## src/rtl/icache_direct_mapped.sv

```systemverilog
// Direct-mapped instruction cache sitting between the fetch stage and a 128-bit
// block instruction memory. Hits return the selected word in the same cycle; a
// miss stalls the CPU and refills one 16-byte line through a read/busywait handshake.
// Optional: define ICACHE_PERF_CNT_EN to add saturating hit/miss counters.
module icache_direct_mapped #(
  parameter int unsigned INDEX_BITS = 3
) (
  input  logic         clock,
  input  logic         reset,
  input  logic [31:0]  address,
  input  logic         read,
  input  logic         flush,
  output logic [31:0]  instruction,
  output logic         busywait,
  output logic         mem_read,
  output logic [27:0]  mem_address,
  input  logic [127:0] mem_readdata,
  input  logic         mem_busywait
`ifdef ICACHE_PERF_CNT_EN
  ,
  output logic [15:0]  hit_count,
  output logic [15:0]  miss_count
`endif
);

  localparam int unsigned Lines   = 1 << INDEX_BITS;
  localparam int unsigned TagBits = 28 - INDEX_BITS;

  localparam logic [1:0] StIdle    = 2'd0;
  localparam logic [1:0] StMemRead = 2'd1;
  localparam logic [1:0] StUpdate  = 2'd2;

  logic [1:0]            state_q, state_d;
  logic [Lines-1:0]      valid_q, valid_d;
  logic [TagBits-1:0]    tag_q  [Lines];
  logic [TagBits-1:0]    tag_d  [Lines];
  logic [127:0]          data_q [Lines];
  logic [127:0]          data_d [Lines];

  logic [INDEX_BITS-1:0] index;
  logic [TagBits-1:0]    tag;
  logic [1:0]            word;
  logic                  hit;
  logic                  idle_hit;
  logic                  unused_addr;

  assign index       = address[3+INDEX_BITS:4];
  assign tag         = address[31:4+INDEX_BITS];
  assign word        = address[3:2];
  // Byte offset within the word is irrelevant for word fetches.
  assign unused_addr = ^address[1:0];

  assign hit      = valid_q[index] && (tag_q[index] == tag);
  assign idle_hit = (state_q == StIdle) && hit;

  // Outputs are purely combinational so mem_read drops as soon as reset forces IDLE.
  always_comb begin
    instruction = idle_hit ? data_q[index][{word, 5'b00000} +: 32] : 32'h0;
    busywait    = read && !idle_hit;
    mem_read    = (state_q == StMemRead);
    mem_address = address[31:4];
  end

  // Refill FSM next-state.
  always_comb begin
    state_d = state_q;
    case (state_q)
      StIdle:    if (read && !hit) state_d = StMemRead;
      StMemRead: if (!mem_busywait) state_d = StUpdate;
      StUpdate:  state_d = StIdle;
      default:   state_d = StIdle;
    endcase
  end

  // Valid/tag/data next-state; the fill is applied after flush so the filled line survives.
  always_comb begin
    valid_d = valid_q;
    tag_d   = tag_q;
    data_d  = data_q;
    if (flush) valid_d = '0;
    if (state_q == StUpdate) begin
      valid_d[index] = 1'b1;
      tag_d[index]   = tag;
      data_d[index]  = mem_readdata;
    end
  end

  // Control state and valid bits, cleared by asynchronous reset.
  always_ff @(posedge clock or negedge reset) begin
    if (!reset) begin
      state_q <= StIdle;
      valid_q <= '0;
    end else begin
      state_q <= state_d;
      valid_q <= valid_d;
    end
  end

  // Tag and data arrays need no reset; valid bits guard them.
  always_ff @(posedge clock) begin
    tag_q  <= tag_d;
    data_q <= data_d;
  end

`ifdef ICACHE_PERF_CNT_EN
  logic [15:0] hit_count_q, hit_count_d;
  logic [15:0] miss_count_q, miss_count_d;

  // Saturating event counters; flush leaves them alone.
  always_comb begin
    hit_count_d  = hit_count_q;
    miss_count_d = miss_count_q;
    if (read && idle_hit && (hit_count_q != 16'hFFFF)) hit_count_d = hit_count_q + 16'd1;
    if ((state_q == StIdle) && read && !hit && (miss_count_q != 16'hFFFF)) begin
      miss_count_d = miss_count_q + 16'd1;
    end
  end

  // Counter registers.
  always_ff @(posedge clock or negedge reset) begin
    if (!reset) begin
      hit_count_q  <= '0;
      miss_count_q <= '0;
    end else begin
      hit_count_q  <= hit_count_d;
      miss_count_q <= miss_count_d;
    end
  end

  assign hit_count  = hit_count_q;
  assign miss_count = miss_count_q;
`endif

endmodule

```

## config.mk

```make
export PLATFORM = sky130hd
export DESIGN_NAME = icache_direct_mapped
export DESIGN_NICKNAME = d
export VERILOG_FILES = /design/src/rtl/icache_direct_mapped.sv
export SDC_FILE = /design/constraint.sdc
export NUM_CORES = 1
export LEC_CHECK = 0
export CORE_MARGIN = 4
export CORE_UTILIZATION = 39
export CTS_CLUSTER_DIAMETER = 50
export CTS_CLUSTER_SIZE = 40
export DETAILED_ROUTE_END_ITERATION = 8
export GPL_TIMING_DRIVEN = 0
export PLACE_DENSITY = 0.6
export SLEW_MARGIN = 10
export SYNTH_ARGS = -nofsm -noshare
export SYNTH_HDL_FRONTEND = slang
export SYNTH_SLANG_ARGS = --single-unit
```

## constraint.sdc

```tcl
create_clock -name clock -period 7.6 [get_ports clock]
set_clock_uncertainty 0.2 [all_clocks]
set_input_delay 0.76 -clock clock [delete_from_list [all_inputs] [get_ports clock]]
set_output_delay 0.76 -clock clock [all_outputs]
set_load 0.1 [all_outputs]
```

==> results_dict.tcl, run 1 <==
set metrics [dict create \
    avgRoutedWirePerCell_um 28.8 \
    synth.top_cell.area_share_pct 77.8 \
    core_area_mm2 0.120 \
    vias 21800 \
    min_period_ns 6.88 \
    path_max_fanout 10 \
    grt_max_degree 23 \
    setup.worst_path.end_class "output port" \
    ys_warn_count 0 \
    ctsHoldBuffers 0 \
    grt_overflow 0 \
    cap_violations 0 \
    dpl_worst_slack_ns 0.756 \
    syn_area_mm2 0.0473 \
    cp_cell_sequence "buf_2 > buf_2 > buf_2 > clkbuf_1 > clkbuf_1 > mux4_2 > mux4_2 > mux2i_1 > nor2_1 > clkdlybuf4s50_1" \
    async_reset_ff_share_pct 0.810 \
    crit_family "buffers and inverters" \
    drc 0 \
    hold_viol 0 \
    cpMostUsedCell "buf_2" \
    synth_fp_nets 2076 \
    startpoint "address[6]" \
    clockRootBuffer "clkbuf_16" \
    gp_congestion 0.774 \
    cts_resized 0 \
    irDropWorstVdd_v 0.000225 \
    start_util_pct 39.3 \
    clock.fmax_mhz 145 \
    yosysMostFrequentCell "edfxtp_1" \
    dieArea_mm2 0.127 \
    fin_crit_sh_pct 90.5 \
    drt-initial-drc-count 2304 \
    tightest_slew_ns 1.34 \
    cts_made_buffers 105 \
    syn_inst 1911 \
    clock_latency_ns 0.68 \
    synth.avg_cell_area_um2 24.7 \
    grt_pass1_vias 22700 \
    cp.buffers_inverters 6 \
    max_stage_delay_ns 1.00 \
    yosys_register_bits 1234 \
    dr.pass1.iters 5 \
    die_x_um 356 \
    io_pins 227 \
    clock_sinks 1234 \
    die_height_um 356 \
    clock_tree.buffer_depth 3 \
    final_area_mm2 0.0568 \
    relSlewSlack_pct 10.5 \
    crit_type "input pin to output port" \
    yosysSeqAreaShare_pct 78.3 \
    powerDensity_mw_per_mm2 247 \
    area_growth_pct 20.3 \
    critPathSlowestCell "clkdlybuf4s50_1" \
    power.leakage_nw 17.7 \
    fin_ws_ns 0.724 \
    maxSlewViolCount 0 \
    io_buffers 218 \
    status "completed" \
    ys_top_cells_by_area "edfxtp_1 78%, mux4_2 17%, mux2i_1 1.2%" \
    setup_viol 0 \
    clk_pin_slew_ns 0.07 \
    synthFlopType "edfxtp_1" \
    antenna_left 0 \
    fin_nets 2476 \
    synthDistinctLibCells 36 \
    cp.required_ns 6.64 \
    place.detailed.hpwl_mm 77.7 \
    final_layout_size_suffix_gt1_share_pct 29.3 \
    synth_edf_count 1224 \
    rows 127 \
    nFillCells 9769 \
    hold_class "input pin to asynchronous set/reset pin" \
    dpl_cell_area_mm2 0.0532 \
    routed_via_density 5.41 \
    routed_wl_mm 116 \
    synthTopCellsByCount "1224 x edfxtp_1, 367 x mux4_2, 57 x mux2i_1" \
    rsz0062_at_grt "no" \
    cts_tree "built" \
    grt_pass1_wl_mm 165 \
    ctsHtreeMaxLevel 3 \
    antenna_found_initial 38 \
    ff_latch_area_mm2 0.0370 \
    multi_input_area_mm2 0.00963 \
    synth_area_leader_cell "edfxtp_1" \
    critPathLaunchType "input pin" \
    cp.arrival_ns 5.92 \
    r2r-start "state_q[0]" \
    grt_usage_pct 18.2 \
    post_cts_buffers 0 \
]
-- layout by cell type, fill, tap and decap left out, types with 9 or more instances in the layout --
cell type,synthesis,routed
clkbuf_1,43,45
nand2_1,9,9
xor2_1,20,20
dfrtp_1,10,10
clkinv_4,0,10
buf_16,0,31
mux4_2,367,367
diode_2,0,13
inv_6,0,26
o22ai_1,10,10
buf_1,30,26
edfxtp_1,1224,1224
nor2_1,44,36
mux2i_1,57,57
buf_2,14,15
clkbuf_16,0,107
clkdlybuf4s50_1,0,218
buf_4,30,30
buf_12,0,41
inv_1,10,10
inv_8,0,15
clkinv_8,0,12
-- registers in the layout, summed over array words and instances, names as in the netlist --
signal	count
state_q	2
tag_q	200
valid_q	8
data_q	1024
-- worst reg2reg max path: cells and delay by family, from the launching register on --
family	cells	cell delay [ns]
flops	1	0.44
buf+inv	6	1.46
simple gates	2	1.20
-- per-layer routing --
layer,global-route usage [%],vias to the layer above,routed length (µm)
li1,-,9094,-
met1,24.7,11700,46600
met2,29.5,809,56400
met3,5.14,161,10200
met4,4.34,26,2540
met5,0,-,162
-- worst paths after layout --
| kind | slack [ns] | cells past startpoint | end |
|---|---|---|---|
| max in group asynchronous | 6.61 | 1 | valid_q[2] |
| max reg2reg | 3.99 | 8 | data_q[133] |
| min reg2reg | 0.33 | 1 | state_q[0] |
| max | 0.72 | 10 | instruction[19] |
| min in group clock | 0.33 | 1 | state_q[0] |
| min | 0.22 | 1 | state_q[1] |
-- logic make-up after synthesis --
logic type / synth area share, %
XOR/XNOR: 0.445
AO/OA/AOI/OAI: 0.291
multiplexers: 18.8
buffers and inverters: 1.46
AND/OR/NAND/NOR: 0.731
flip-flops: 78.3
-- stage by stage --
step                hold slack (ns)  utilization, %  total power [mW]  setup TNS (ns)  cells
detailed placement            0.304            44.3              8.71               0   3813
global placement              0.301            42.8              8.70               -   3741
CTS                           0.182            47.3              14.2               0   4007
finish                        0.221            47.3              14.0               0   4023
floorplan                     0.255               -              8.29        -2285.65   1911
global route                  0.218            47.3              14.5               0   4011
-- power breakdown --
| group | switching [mW] | internal (mW) | leakage, nW |
|---|---|---|---|
| Combinational | 0.539 | 0.404 | 4.85 |
| Clock | 2.68 | 2.80 | 1.74 |
| Sequential | 0.0234 | 7.58 | 11.2 |
-- layout make-up --
class	count	area share, %
sequential	1234	65.1
multi-input combinational	543	16.9
timing repair buffer	293	6.85
clock buffer	111	4.74
tap	1612	3.55
clock inverter	83	1.54
buffer	124	1.16
inverter	10	0.0660
antenna	13	0.0572
Note: power is estimated with default switching activity, not from simulation.
==> run 2, diff against run 1 <==
Settings changed: CORE_UTILIZATION 39 to 54, GPL_ROUTABILITY_DRIVEN set to 0, PLACE_DENSITY 0.6 to 0.77, REMOVE_ABC_BUFFERS set to 1.
==> run 2 against run 1 <==
Net effect: worst setup slack better by 0.30 ns; global-route usage grew 2.8 points; critical endpoint is now instruction[10]; largest power group unchanged; register-to-register slack better by 0.62 ns; critical path type unchanged; final area shrank 1.3%; die area decreased by 27%.
==> results_dict.tcl, run 2 (synthesis gave the netlist of run 1 again) <==
set metrics [dict create \
    irDropWorstVdd_v 0.000190 \
    setup_viol 0 \
    clk_pin_slew_ns 0.08 \
    ctsHtreeMaxLevel 3 \
    routed_via_density 6.07 \
    rsz0062_at_grt "no" \
    clock.fmax_mhz 152 \
    clock_latency_ns 0.68 \
    cts_tree "built" \
    power.leakage_nw 17.6 \
    fin_util_pct 64.7 \
    grt_overflow 0 \
    layout_commonest_cell "edfxtp_1" \
    top_register "data_q" \
    core_area_mm2 0.0868 \
    maxSlewViolCount 0 \
    cts_resized 0 \
    largest_reg_flops 1024 \
    cts_made_buffers 108 \
    tightest_slew_ns 1.00 \
    io_buffers 224 \
    die_x_um 304 \
    grt_pass1_vias 22400 \
    cp.arrival_ns 5.61 \
    relSlewSlack_pct 33.1 \
    reg.largest.list "data_q (1024), tag_q (200), valid_q (8)" \
    die_height_um 304 \
    path_max_fanout 68 \
    power.total_mw 14.3 \
    hold_viol 0 \
    ctsHoldBuffers 0 \
    area_growth_pct 18.7 \
    drt-initial-drc-count 1785 \
    post_cts_buffers 0 \
    grt_max_degree 98 \
    grt_pass1_wl_mm 147 \
    routed_wl_mm 95.8 \
    r2r-start "state_q[0]" \
    hold_class "input pin to asynchronous set/reset pin" \
    rr_endpoint "data_q[474]" \
    status "completed" \
    fin_nets 2364 \
    drc 0 \
    grt_usage_pct 21.1 \
    final_layout_size_suffix_gt1_share_pct 29.0 \
    io_pins 227 \
    clock_tree.buffer_depth 3 \
    rrSetupSlack_ns 4.61 \
    dieArea_mm2 0.0923 \
    avgRoutedWirePerCell_um 27.7 \
    cp.required_ns 6.64 \
    rows 108 \
    antenna_found_initial 15 \
    setup.worst_path.end_class "output port" \
    place.detailed.hpwl_mm 57.1 \
    cap_violations 0 \
    fin_crit_sh_pct 86.5 \
    vias 21000 \
    clockRootBuffer "clkbuf_16" \
    critPathLaunchType "input pin" \
    crit_type "input pin to output port" \
    start_util_pct 54.5 \
    whs_ns 0.216 \
    r2r_cells 6 \
    dr.pass1.iters 5 \
    antenna_left 0 \
    clock_sinks 1234 \
    powerDensity_mw_per_mm2 255 \
    layout_common_cells "1224 x edfxtp_1, 367 x mux4_2, 219 x clkdlybuf4s50_1, 110 x clkbuf_16, 57 x mux2i_1" \
    min_period_ns 6.57 \
]
-- run 2: worst max-delay path, stage by stage --
cell and delay [ns]:
buf_8 0.23, buf_16 0.45, mux4_2 0.58, mux2i_1 0.18, xor2_1 0.20, nand4_1 0.23, nor4_4 0.53, nand3_4 0.45
buf_12 0.33, nor2_1 0.30, clkdlybuf4s50_1 1.20
-- run 2: worst max-delay path by stage --
stage               startpoint  slack [ns]               to  depth (start not counted)
CTS                 address[4]        0.95  instruction[10]                         11
detailed placement  address[4]        0.99  instruction[10]                         11
finish              address[4]        1.03  instruction[10]                         11
floorplan           address[4]       -0.95      data_q[384]                          2
global route        address[5]        0.74  instruction[10]                         11
global placement    address[5]      -26.87      data_q[169]                          3
-- run 2: through the flow --
| stage | worst slack, ns | cells | instance area, µm² | setup TNS (ns) |
|---|---|---|---|---|
| final | 1.03 | 3454 | 56100 | 0 |
| after global routing | 0.741 | 3447 | 56100 | 0 |
| after CTS | 0.951 | 3446 | 56100 | 0 |
| after detailed placement | 0.988 | 3244 | 52200 | 0 |
| after global placement | -26.87 | 3166 | 50300 | - |
| after floorplan | -0.948 | 1787 | 46600 | -974.92 |
-- run 2: final cells by class --
class	count	area [µm²]
multi-input cells	543	9640
diodes	8	20.0
inverters	10	37.5
clock inverters	90	1170
well taps	1155	1450
repair buffers	302	4030
flip-flops and latches	1234	37000
clock buffers	112	2760
fillers	5386	30600
-- run 2: routing by layer --
metal	GRT usage [%]	part of all wire (%)	wire length, µm	vias up
li1	-	-	-	8835
met1	28.6	40	38000	11300
met2	36.2	52	50300	700
met3	4.09	6.3	6080	125
met4	4.61	1.4	1370	18
met5	0	0.12	119	-
-- run 2: power breakdown --
| group | switching, mW | internal [mW] |
|---|---|---|
| registers | 0.0253 | 7.58 |
| clock network | 2.75 | 3.11 |
| logic | 0.460 | 0.390 |
